**src/rtl/noise_hit_ctrl.sv**
```systemverilog
// noise_hit_ctrl: one-shot hit scheduler driving osc_noise with a linear attack/hold/decay envelope
module noise_hit_ctrl #(
  parameter int ATTACK_STEP = 1024
) (
  input  logic               clk,
  input  logic               rst_n,
  input  logic               sample_tick,
  input  logic               trig_valid,
  output logic               trig_ready,
  input  logic [16:0]        trig_period,
  input  logic [14:0]        trig_peak,
  input  logic [15:0]        trig_hold,
  input  logic [15:0]        trig_decay,
  input  logic               kill,
  output logic               osc_en,
  output logic [16:0]        osc_period,
  output logic signed [16:0] osc_volume,
  output logic               busy
);
  typedef enum logic [1:0] {IDLE, ATTACK, HOLD, DECAY} st_t;
  st_t st, st_n;
  logic [14:0] vol, vol_n, pk, pk_n;
  logic [15:0] hc, hc_n, dc, dc_n;
  logic [16:0] per, per_n, sum;
  logic rdy, en, acc;
  assign acc = trig_valid && trig_ready;
  assign sum = {2'b00, vol} + 17'(ATTACK_STEP);
  always_comb begin
    st_n = st;
    vol_n = vol;
    pk_n = pk;
    hc_n = hc;
    dc_n = dc;
    per_n = per;
    if (kill || (acc && trig_peak == '0)) begin
      st_n = IDLE;
      vol_n = '0;
    end else if (acc) begin
      st_n = ATTACK;
      pk_n = trig_peak;
      hc_n = trig_hold;
      dc_n = trig_decay;
      per_n = trig_period;
    end else if (sample_tick) begin
      case (st)
        ATTACK: if (sum >= {2'b00, pk}) begin
          vol_n = pk;
          st_n = hc == '0 ? DECAY : HOLD;
        end else vol_n = sum[14:0];
        HOLD: begin
          hc_n = hc - 16'd1;
          st_n = hc == 16'd1 ? DECAY : HOLD;
        end
        // decay==0 is sustain: the level stays put until kill or retrigger
        DECAY: if (dc != '0) begin
          if ({1'b0, vol} <= dc) begin
            vol_n = '0;
            st_n = IDLE;
          end else vol_n = vol - dc[14:0];
        end
        default: st_n = st;
      endcase
    end
  end
  always_ff @(posedge clk) begin
    if (!rst_n) begin
      st <= IDLE;
      vol <= '0;
      pk <= '0;
      hc <= '0;
      dc <= '0;
      per <= '0;
      rdy <= 1'b0;
      en <= 1'b0;
    end else begin
      st <= st_n;
      vol <= vol_n;
      pk <= pk_n;
      hc <= hc_n;
      dc <= dc_n;
      per <= per_n;
      rdy <= st_n == IDLE || st_n == DECAY;
      en <= st_n != IDLE;
    end
  end
  assign trig_ready = rdy && !kill;
  assign osc_en = en;
  assign busy = en;
  assign osc_period = per;
  assign osc_volume = {2'b00, vol};
endmodule

```
**config.mk**
```make
export PLATFORM = sky130hd
export DESIGN_NAME = noise_hit_ctrl
export DESIGN_NICKNAME = d
export VERILOG_FILES = /design/src/rtl/noise_hit_ctrl.sv
export SDC_FILE = /design/constraint.sdc
export NUM_CORES = 1
export LEC_CHECK = 0
export ABC_AREA = 1
export CELL_PAD_IN_SITES_DETAIL_PLACEMENT = 1
export CELL_PAD_IN_SITES_GLOBAL_PLACEMENT = 2
export CORE_UTILIZATION = 31
export CTS_BUF_LIST = sky130_fd_sc_hd__clkbuf_8
export DETAILED_ROUTE_END_ITERATION = 6
export PLACE_DENSITY_LB_ADDON = 0.15
export SLEW_MARGIN = 20
export SYNTH_ARGS = -nofsm -noshare
export SYNTH_HDL_FRONTEND = slang
export SYNTH_SLANG_ARGS = --single-unit
```
**constraint.sdc**
```tcl
create_clock -name clk -period 4.2 [get_ports clk]
set_input_delay 0.42 -clock clk [delete_from_list [all_inputs] [get_ports clk]]
set_output_delay 0.42 -clock clk [all_outputs]
set_load 0.05 [all_outputs]
```
== Word-level counts from Yosys, hierarchy flattened ==
Index checks and enable logic that the tools add are counted.

* Bits in latches: 0
* Memories kept: 0
* Memory bits (writable): 0
* Word-level logic and storage cells: 56
* Bits in read-only memories: 0
* Register bits after elaboration: 83
* Output and inout bits: 37

* Equal/unequal tests: 6
* Div/mod/pow operators: 0
* Reduce and logical (&&, ||, !) cells: 18
* $mul: 0
* Shift operators: 0
* Multiplexer cells: 16
* Add/sub/neg operators: 3
* Order comparisons: 2
* Bitwise logic cells: 3

{| class="wikitable"
|+ Operators by type and width
! kind !! count
|-
| $mux W16 || 3
|-
| $mux W15 || 3
|-
| $pmux W15 S2 || 1
|-
| $add A15 B11 Y16 const B || 1
|-
| $eq A16 B1 Y1 const B || 1
|-
| $ge A16 B15 Y1 || 1
|-
| $le A15 B16 Y1 || 1
|-
| $logic_not A16 Y1 || 1
|-
| $reduce_bool A16 Y1 || 1
|-
| $sub A16 B1 Y16 const B || 1
|-
| $logic_not A15 Y1 || 1
|-
| $sub A15 B15 Y15 || 1
|-
| $mux W2 || 6
|-
| $reduce_bool A2 Y1 || 4
|-
| $eq A2 B2 Y1 const B || 3
|-
| $pmux W2 S3 || 1
|-
| $reduce_and A4 Y1 || 1
|-
| $logic_and A1 B1 Y1 || 3
|-
| $not A1 Y1 || 3
|-
| $reduce_and A3 Y1 || 1
|-
| $eq A2 B1 Y1 const B || 1
|-
| $logic_not A2 Y1 || 1
|-
| $logic_or A1 B1 Y1 || 2
|-
| $mux W1 || 2
|-
| 4 further kinds || 4
|}

== Longest topological paths before layout ==
* Depth in word-level cells: 9
* Gate-level depth with buffers: 18
* Gate-level depth less buffers: 18

== Worst setup path before layout ==
OpenSTA, ideal clock, no wires.

* Path type: reg-to-reg
* From: register vol[10]
* To: register rdy
* Arrival: 2.782 ns
* Slack: 1.351 ns
* Cell stages (with the launch flop): 16
* Buffers on the path: 0
* Library setup time: 0.066 ns
* Clock period less this slack: 2.849 ns
* Required time: 4.134 ns
* Path through: dfxtp_1 ha_1 nand3_1 xor2_1 inv_1 ha_1 a21oi_1 nand2_1 nor2_4 nand3_1 nand3_1 nand2_1 nand2_1 nand3_1 ha_1 nor2_1

* Longest elaborated chain between the ends: 9
* Elaborated cells between the ends (all ways): 13

{| class="wikitable"
|+ RTL lines
! item !! line !! text
|-
| from (decl) || 22 || <nowiki>logic [14:0] vol, vol_n, pk, pk_n;</nowiki>
|-
| from (signal assigned) || 77 || <nowiki>vol <= vol_n;</nowiki>
|-
| $add A15 B11 Y16 / $le A15 B16 Y1 (equally long branches) || 27, 56 ||
|-
| $ge A16 B15 Y1 / $mux W2 (equally long branches) || 46, 56 ||
|-
| $mux W2, on equally long branches || 46, 55 ||
|-
| $pmux W2 S3 * || 45 || <nowiki>case (st)</nowiki>
|-
| $mux W2 * || 44 || <nowiki>end else if (sample_tick) begin</nowiki>
|-
| $mux W2 * || 38 || <nowiki>end else if (acc) begin</nowiki>
|-
| $mux W2 * || 35 || <nowiki>if (kill || (acc && trig_peak == '0)) begin</nowiki>
|-
| $eq A2 B2 Y1 / $logic_not A2 Y1 (equally long branches) || 82 || <nowiki>rdy <= st_n == IDLE || st_n == DECAY;</nowiki>
|-
| $logic_or A1 B1 Y1 * || 82 ||
|-
| to (signal assigned) || 73 || <nowiki>rdy <= 1'b0;</nowiki>
|-
| to (signal assigned) || 82 ||
|-
| to (decl) || 25 || <nowiki>logic rdy, en, acc;</nowiki>
|}

Mark *: on every way between the ends. The rest lies on a longest branch, timed or not.
A chain may end at the register's enable or synchronous reset.

== Worst setup path after layout ==
Same ends and word-level chain as after synthesis.

==> flow_metrics.py <==
metrics = {
    "clock_network": {
        "numClockSinks": 83,
        "clk_pin_slew_ps": 90,
        "clock_latency_ps": 380,
        "hold_buffers": 0,
        "cts_resized": 0,
        "h-tree-depth": 3,
        "postCtsSetupRepairBufs": 0,
        "cts_root_buffer": "clkbuf_8",
        "cts_tree": "yes",
        "cts_buffers": 9,
        "ctsLongestPathBuffers": 2,
    },
    "run": {
        "maxCapViolCount": 0,
    },
    "global_route": {
        "grt_pass1_vias": 5955,
        "antenna_found_initial": 0,
        "grtUsageMet3": 0.0367,
        "track_usage": 0.202,
        "overflow": 0,
        "gr-usage-met2": 0.375,
        "grt_busiest_layer": "met2",
        "grt_pass1_wl_um": 28800,
        "use_met1": 0.234,
        "grt_max_degree": 53,
    },
    "pwr": {
        "p_leak_nw": 3.08,
        "ir_drop_mv": 0.130,
        "p_per_area_mw_per_mm2": 287,
        "p_total_mw": 1.94,
    },
    "placement": {
        "placedCellCount": 1124,
        "hpwl_um": 13400,
        "gp_congestion": 0.825,
        "io_buffers": 103,
    },
    "worst_setup_path": {
        "cp-endpoint": "rdy",
        "reg2reg_depth": 15,
        "arrival_ps": 3310,
        "cp.depth": 15,
        "cp_top_family": "simple AND/OR/NAND/NOR gates",
        "crit_top_cell": "nand3_1",
        "critPathKind": "reg -> reg",
        "rr_endpoint": "rdy",
        "cp_max_fo": 8,
        "worstReg2RegStart": "vol[10]",
        "critPathLaunchType": "flop",
        "worstPathCellList": "ha_1, nand3_1, xor2_1, inv_1, ha_1, a21oi_1, nand2_1, nor2_4, nand3_1, nand3_1, nand2_1, nand2_1, nand3_1, ha_1, nor2_1",
        "end_kind": "flop",
        "cpPeakStageDelay_ps": 570,
        "cp_num_buf_inv": 1,
        "crit_path_top_delay_cell": "dfxtp_1",
        "worst_ep_required_time_ps": 4500,
        "ff2ff_setup_slack_ps": 1190,
        "worstSetupStartpoint": "vol[10]",
    },
    "sta": {
        "fin_tns_setup_ps": 0,
        "fin_crit_sh": 0.717,
        "slew_headroom": 0.595,
        "tightestPinTransition_ps": 607,
        "maxSlewViolCount": 0,
        "holdWs_ps": 474,
        "skew_ps": 13.4,
        "max_clock_freq_mhz": 332,
        "setup_viol": 0,
        "hold_viol_final": 0,
        "rsz0062_at_grt": "false",
        "post-route-min-period_ps": 3010,
    },
    "synthesis": {
        "yosysUniqueCellTypes": 41,
        "syn_inst": 827,
        "synth_edf_count": 0,
        "syn_avg_cell_area_um2": 6.52,
        "ys_ff_latch": 83,
        "ys_async_sr_fraction": 0,
        "ys_warn_count": 0,
        "yosys.area.top_type": "dfxtp_1",
        "yosysSeqAreaShare": 0.308,
        "synth_top_cells_by_area": "dfxtp_1 31%, nand2_1 12%, nor2_1 8.6%",
        "syn-cell-area_mm2": 0.00539,
        "synth_ff_type": "dfxtp_1",
        "synth_top_area_share": 0.308,
    },
    "final_layout": {
        "fin_cells": 1139,
        "syn2layout_area_growth_pct": 25.2,
        "diodes": 0,
        "fin_nets": 1019,
        "drive_above_1_share": 0.0620,
    },
    "floorplan": {
        "die_h_um": 134,
        "start_util": 0.322,
        "fp.dieArea_mm2": 0.0179,
        "ios": 106,
        "rows": 47,
        "die_w_um": 134,
        "coreArea_mm2": 0.0168,
    },
    "detailed_routing": {
        "ant_nets": 0,
        "drt-total-wl_um": 17400,
        "drt-vias-per-instance": 4.83,
        "initialDrtViolationCount": 249,
        "drc": 0,
        "first_pass_iters": 4,
        "num_vias": 5507,
        "wl_per_cell_um": 15.2,
    },
    "min_path": {
        "hold_path_class": "reg -> reg",
    },
    "run_status": {
        "status": "finished clean",
    },
}
-- worst min-delay path by stage --
| stage | start | cells past startpoint | slack (ps) | endpoint |
|---|---|---|---|---|
| 2_1_floorplan | dc[6] | 2 | 440 | dc[6] |
| 3_3_place_gp | hc[8] | 2 | 450 | hc[8] |
| 3_5_place_dp | dc[6] | 2 | 460 | dc[6] |
| 4_1_cts | dc[6] | 2 | 480 | dc[6] |
| 5_1_grt | pk[1] | 2 | 500 | pk[1] |
| 6_report | dc[6] | 2 | 470 | dc[6] |
-- per-stage QoR --
| step | worst slack [ps] | utilization | cell area (um2) |
|---|---|---|---|
| after floorplan | 1350 | - | 5400 |
| after detailed placement | 888 | 0.391 | 6560 |
| after global routing | 980 | 0.403 | 6760 |
| after global placement | 1040 | 0.391 | 6560 |
| final | 1190 | 0.403 | 6760 |
| after CTS | 1150 | 0.403 | 6760 |
-- logic make-up after synthesis --
kind of cell	Yosys count	synth area share
buffers and inverters	149	0.117
adders and majority gates	35	0.0826
DFF	83	0.308
AOI/OAI and AO/OA	149	0.142
and+or+nand+nor	396	0.327
other	1	0.000695
xor gates and xnor gates	14	0.0227
-- cells in the final DEF, fill, tap and decap left out, types with 2 or more instances in the layout --
cell	count
a21oi_1	64
buf_4	3
clkbuf_8	9
clkdlybuf4s50_1	103
conb_1	2
dfxtp_1	83
ha_1	34
inv_1	111
inv_2	7
inv_6	3
nand2_1	171
nand2_2	6
nand2_4	2
nand3_1	54
nand3_2	6
nand3b_1	4
nand4_1	9
nor2_1	123
nor2_2	8
nor3_1	4
o211ai_1	2
o21ai_0	69
o21ai_1	9
xnor2_1	8
xor2_1	6
-- layout make-up --
type | instances | area, um2
clock buffer | 9 | 124
clock inverter | 6 | 72.6
fill | 2148 | 10000
inverter | 118 | 443
multi-input combinational | 596 | 3110
sequential | 83 | 1660
tap | 220 | 275
timing repair buffer | 107 | 1070
-- layer usage --
metal | vias to the layer above | share of wire
met3 | 15 | 0.035
met5 | - | 0
met1 | 2612 | 0.45
met4 | 0 | 0.014
li1 | 2801 | -
met2 | 79 | 0.51
-- power breakdown --
part / internal, mW / switching (mW) / total, mW / leakage, nW
Combinational: 0.194 / 0.295 / 0.489 / 2.31
Clock: 0.279 / 0.341 / 0.620 / 0.0967
Sequential: 0.813 / 0.0166 / 0.829 / 0.673
-- Yosys cell counts, types with 4 or more instances --
library cell / instances
nor2_2: 8
nand3b_1: 4
buf_2: 12
nand3_1: 54
ha_1: 34
buf_6: 5
a21oi_1: 64
nand3_2: 6
nand2_1: 171
xor2_1: 6
nor3_1: 4
o21ai_1: 9
dfxtp_1: 83
nor2_1: 123
xnor2_1: 8
nand2_2: 6
clkbuf_1: 7
o21ai_0: 69
nand4_1: 9
inv_2: 7
inv_1: 111
buf_4: 5
-- flip-flops by register name, indices dropped and copies added (netlist names) --
register / cells
busy: 1
dc: 16
hc: 16
osc_period: 17
pk: 15
rdy: 1
st: 2
vol: 15
-- worst min-delay path, stage by stage (launching register included) --
cell	delay, ps
dfxtp_1	320
inv_2	60
a21oi_1	50
Power figures use the tool's default switching activity.
==> edit 1: new RTL, same flow settings <==
Encoding of `st_t`: now one-hot (4 bits for 4 values).
--- a/src/rtl/noise_hit_ctrl.sv
+++ b/src/rtl/noise_hit_ctrl.sv
@@ -17,7 +17,7 @@
   output logic signed [16:0] osc_volume,
   output logic               busy
 );
-  typedef enum logic [1:0] {IDLE, ATTACK, HOLD, DECAY} st_t;
+  typedef enum logic [3:0] {IDLE = 4'b0001, ATTACK = 4'b0010, HOLD = 4'b0100, DECAY = 4'b1000} st_t;
   st_t st, st_n;
   logic [14:0] vol, vol_n, pk, pk_n;
   logic [15:0] hc, hc_n, dc, dc_n;
Check against the original RTL: no difference found for any inputs over 4 cycles, from zero or initial values and one cycle with rst_n low; so few cycles prove little.
==> edit 1 against the original RTL <==
- die area is 4.8% lower
- sequential cell count is 2 higher
- wire length is 5.7% lower
- final cell count is 7.2% lower
- setup slack worse by 350 ps
- area after synthesis is 4.9% lower
- sequential power is 2% higher
- maximum frequency is 10% lower
- power is 3.6% lower
- combinational power is 17% lower
- design area is 3.6% lower
- worst hold slack better by 14 ps
- sequential share of layout area is 1.5 points higher
- critical path type unchanged
- highest routed layer unchanged
==> edit 1: results (changes against the original RTL) <==
Run status
  – Status: complete, no violations (unchanged)

STA
  – Slew HR: 0.395 (was 0.595)
  – Clock Skew: 10.9 ps (was 13.4 ps)

Cells and area
  – Finished Layout Cells: 1057 (was 1139)
  – Seq/total area: 0.261 (was 0.246)
  – Multi-input gate area: 2930 µm² (was 3110 µm²)
  – #MultiIn Comb: 537 (was 596)
  – Max reg flops: 17 (unchanged)
  – Layout cells sized above 1: 0.0749 (was 0.0620)
  – Nets: 939 (was 1019)
  – Nonclk buf count: 106 (was 107)
  – Clock buffer count: 10 (was 9)
  – Inverter count: 97 (was 118)
  – Signal buf overhead: 0.161 (was 0.159)

Synthesis
  – Post-Synth Adder-Cell Area: 0.0844 (was 0.0826)
  – Register area share after synthesis: 0.332 (was 0.308)
  – XOR/XNOR Fraction of Synth Area: 0.0171 (was 0.0227)
  – Post-synthesis compound-gate area fraction: 0.221 (was 0.142)
  – Avg Synthesized Cell Area: 6.87 µm² (was 6.52 µm²)

Power
  – Worst IR drop on VDD: 0.131 mV (was 0.130 mV)
  – Leak Pwr: 0.00275 µW (was 0.00308 µW)

Global route
  – Largest net degree at the start of global routing: 61 (was 53)
  – Vias in the first global route: 5321 (was 5955)
  – First-pass GRT wire length: 26.6 mm (was 28.8 mm)
  – GRT Overall Usage: 0.201 (was 0.202)

Worst setup path
  – Crit-path max cell delay: 540 ps (was 570 ps)
  – Critical Path AT: 3610 ps (was 3310 ps)
  – CP max FO: 23 (was 8)

Detailed routing
  – Iteration-0 DRC Markers: 150 (was 249)
  – Vias: 5237 (was 5507)
  – Total wire length: 16.4 mm (was 17.4 mm)

Place
  – Gp weighted congestion: 0.814 (was 0.825)
  – DPL Wire Length: 12.7 mm (was 13.4 mm)
  – Placed insts: 1041 (was 1124)
[edit 1: routing by layer]
layer | global-route usage | vias up | wire length, µm
met5 | 0 | - | 0
met4 | 0.0649 | 0 | 225
met3 | 0.0277 | 13 | 402
met2 | 0.357 | 68 | 8180
met1 | 0.249 | 2502 | 7570
li1 | - | 2654 | -
[edit 1: critical path: cells and delay by family (launching register included)]
family / cells / cell delay, ps
AOI/OAI and AO/OA: 4 / 980
DFF: 1 / 490
xor gates and xnor gates: 1 / 140
and+or+nand+nor: 5 / 810
buffers and inverters: 4 / 520
adders and majority gates: 1 / 290
[edit 1: power groups by stage]
stage | Sequential (µW) | Combinational (µW) | Clock, µW
finish | 842 | 405 | 620
global route | 846 | 454 | 672
CTS | 843 | 409 | 651
detailed placement | 861 | 407 | 0
global placement | 860 | 399 | 0
floorplan | 879 | 240 | 0
[edit 1: worst paths after layout]
path,startpoint,end,slack (ps)
setup / recovery,vol[10],vol[6],840
hold / removal,osc_period[12],osc_period[12],490
setup reg to reg,vol[10],vol[6],840
hold reg to reg,osc_period[12],osc_period[12],490
[edit 1: through the flow]
| step | setup slack, ps | instance area [µm²] | util | hold slack [ps] |
|---|---|---|---|---|
| after global routing | 403 | 6510 | 0.407 | 514 |
| after floorplan | 1610 | 5130 | - | 448 |
| after CTS | 812 | 6510 | 0.407 | 496 |
| after global placement | 916 | 6310 | 0.394 | 465 |
| after detailed placement | 825 | 6310 | 0.394 | 472 |
| final | 844 | 6510 | 0.407 | 487 |
==> edit 2: new RTL, same settings <==
Without the edit above. Set the parameter `ATTACK_STEP` to 768 (it was 1024).
--- a/src/rtl/noise_hit_ctrl.sv
+++ b/src/rtl/noise_hit_ctrl.sv
@@ -1,6 +1,6 @@
 // noise_hit_ctrl: one-shot hit scheduler driving osc_noise with a linear attack/hold/decay envelope
 module noise_hit_ctrl #(
-  parameter int ATTACK_STEP = 1024
+  parameter int ATTACK_STEP = 768
 ) (
   input  logic               clk,
   input  logic               rst_n,
Behaviour: not the same (Yosys sat finds a counterexample within 4 cycles, from zero or initial values and one cycle with rst_n low).
==> edit 2 against the original RTL <==
- wire length grew 3.4%
- clock power grew 14%
- worst hold slack lost 2.1 ps
- synthesized cell count shrank 3.6%
- power grew 4.2%
- utilization shrank 0.14 points
- sequential cell count is the same
- design area shrank 1.4%
- setup slack lost 260 ps
- non-clock buffer count grew 1
- sequential power is essentially flat
- die area shrank 2.5%
- area after synthesis shrank 2.5%
- highest routed layer unchanged
==> edit 2: results (changes against the original RTL) <==
Run status
  – Status: complete, no violations (unchanged)

Detailed routing
  – DRT Pass-1 Iters: 4 (unchanged)
  – DRC viols: 0 (unchanged)
  – Iteration-0 DRC Markers: 171 (was 249)
  – Drt wl/cell: 16.2 µm (was 15.2 µm)
  – Vias per cell: 4.88 (was 4.83)

Cells and area
  – Layout cells sized above 1: 0.0483 (was 0.0620)
  – # diodes: 0 (unchanged)
  – Max reg flops: 17 (unchanged)
  – Nets: 990 (was 1019)

Min path
  – Hold Crit Endpoint: hc[14] (was dc[6])
  – Hold wc startpoint: hc[14] (was dc[6])
  – Hold path depth: 2 (unchanged)

Worst setup path
  – Reg2reg path depth: 19 (was 15)
  – CP max stage cell: dfxtp_1 (unchanged)
  – Delay-heaviest family, CP: simple AND/OR/NAND/NOR gates (unchanged)
  – Worst R2R Start: vol[8] (was vol[10])
  – R2R setup slack: 930 ps (was 1190 ps)
  – Worst R2R End: rdy (unchanged)
  – Critical Path AT: 3580 ps (was 3310 ps)
  – CP max FO: 22 (was 8)
  – Crit-path max cell delay: 420 ps (was 570 ps)

Power
  – Worst IR drop on VDD: 0.181 mV (was 0.130 mV)
  – NetSw: 661 µW (was 652 µW)
  – Leak Pwr: 0.00305 µW (was 0.00308 µW)

Place
  – Gp weighted congestion: 0.853 (was 0.825)
  – DPL Wire Length: 14.1 mm (was 13.4 mm)

Clocking
  – Clk pin slew, worst setup/hold paths: approximately 100 ps
  – CTS Buffer Depth: 2 (unchanged)

STA
  – Clock Skew: 20.6 ps (was 13.4 ps)
  – Actual slew at the worst max-slew pin: 900 ps (was 607 ps)
  – Slew Limit Fails: 0 (unchanged)
  – Hold Slack: 471 ps (was 474 ps)

Synthesis
  – Post-synth cell types: 43 (was 41)
  – Top cells by area, synth: dfxtp_1 32%, nand2_1 11%, nor2_1 8.5%, ha_1 8.1%, o21ai_0 7.0% (was dfxtp_1 31%, nand2_1 12%, nor2_1 8.6%, ha_1 7.9%, inv_1 7.7%)
  – Post-Synth Adder-Cell Area: 0.0847 (was 0.0826)
  – Post-synthesis compound-gate area fraction: 0.181 (was 0.142)
  – XOR/XNOR Fraction of Synth Area: 0.0250 (was 0.0227)
  – Top post-synthesis cells by count: 155 x nand2_1, 119 x nor2_1, 94 x inv_1 (was 171 x nand2_1, 123 x nor2_1, 111 x inv_1)
  – Register area share after synthesis: 0.316 (was 0.308)

Global route
  – Vias in the first global route: 5813 (was 5955)
  – First-pass GRT wire length: 29.4 mm (was 28.8 mm)
  – Largest net degree at the start of global routing: 59 (was 53)
  – GRT Overall Usage: 0.212 (was 0.202)
[edit 2: cell types whose count changed in the layout (fill, tap and decap cells not counted), moves of 5 or more]
cell / unedited run / this run
a21oi_1: 64 / 71
o21ai_0: 69 / 74
nand3_1: 54 / 46
o211ai_1: 2 / 8
inv_1: 111 / 94
o21ai_1: 9 / 14
nand2_1: 171 / 155
[edit 2: how the worst max path moves through the flow]
stage	slack, ps	cells past startpoint	to
2_1_floorplan	1050	17	rdy
3_3_place_gp	950	11	dc[1]
3_5_place_dp	880	11	dc[13]
4_1_cts	920	19	rdy
5_1_grt	590	19	rdy
6_report	930	19	rdy
[edit 2: metrics by stage]
step / setup WS [ps] / util / instances / instance area (µm²) / total power (µW)
2_1_floorplan: 1050 / - / 798 / 5260 / 1160
3_3_place_gp: 952 / 0.388 / 1095 / 6430 / 1320
3_5_place_dp: 876 / 0.388 / 1095 / 6430 / 1330
4_1_cts: 919 / 0.402 / 1111 / 6660 / 2040
5_1_grt: 593 / 0.402 / 1111 / 6660 / 2130
6_report: 930 / 0.402 / 1111 / 6660 / 2020
[edit 2: area by class of cell]
class,instances,area (µm²)
Clock buffer,10,138
Clock inverter,6,93.8
Fill cell,2110,9920
Inverter,101,379
Multi-Input combinational cell,583,3030
Sequential cell,83,1660
Tap cell,220,275
Timing Repair Buffer,108,1080
[edit 2: power by group through the flow]
stage	Clock, µW	Sequential (µW)	Combinational (µW)
6_report	707	828	484
5_1_grt	754	831	540
3_3_place_gp	0	845	474
2_1_floorplan	0	866	294
3_5_place_dp	0	846	485
4_1_cts	728	828	488
[edit 2: per-layer routing]
metal  global-route usage  vias to the layer above  wire length (µm)
met5                    0                        -                 0
met4               0.0626                        0               225
met3               0.0338                       13               627
met2                0.389                       88              8980
met1                0.254                     2554              8120
li1                     -                     2763                 -
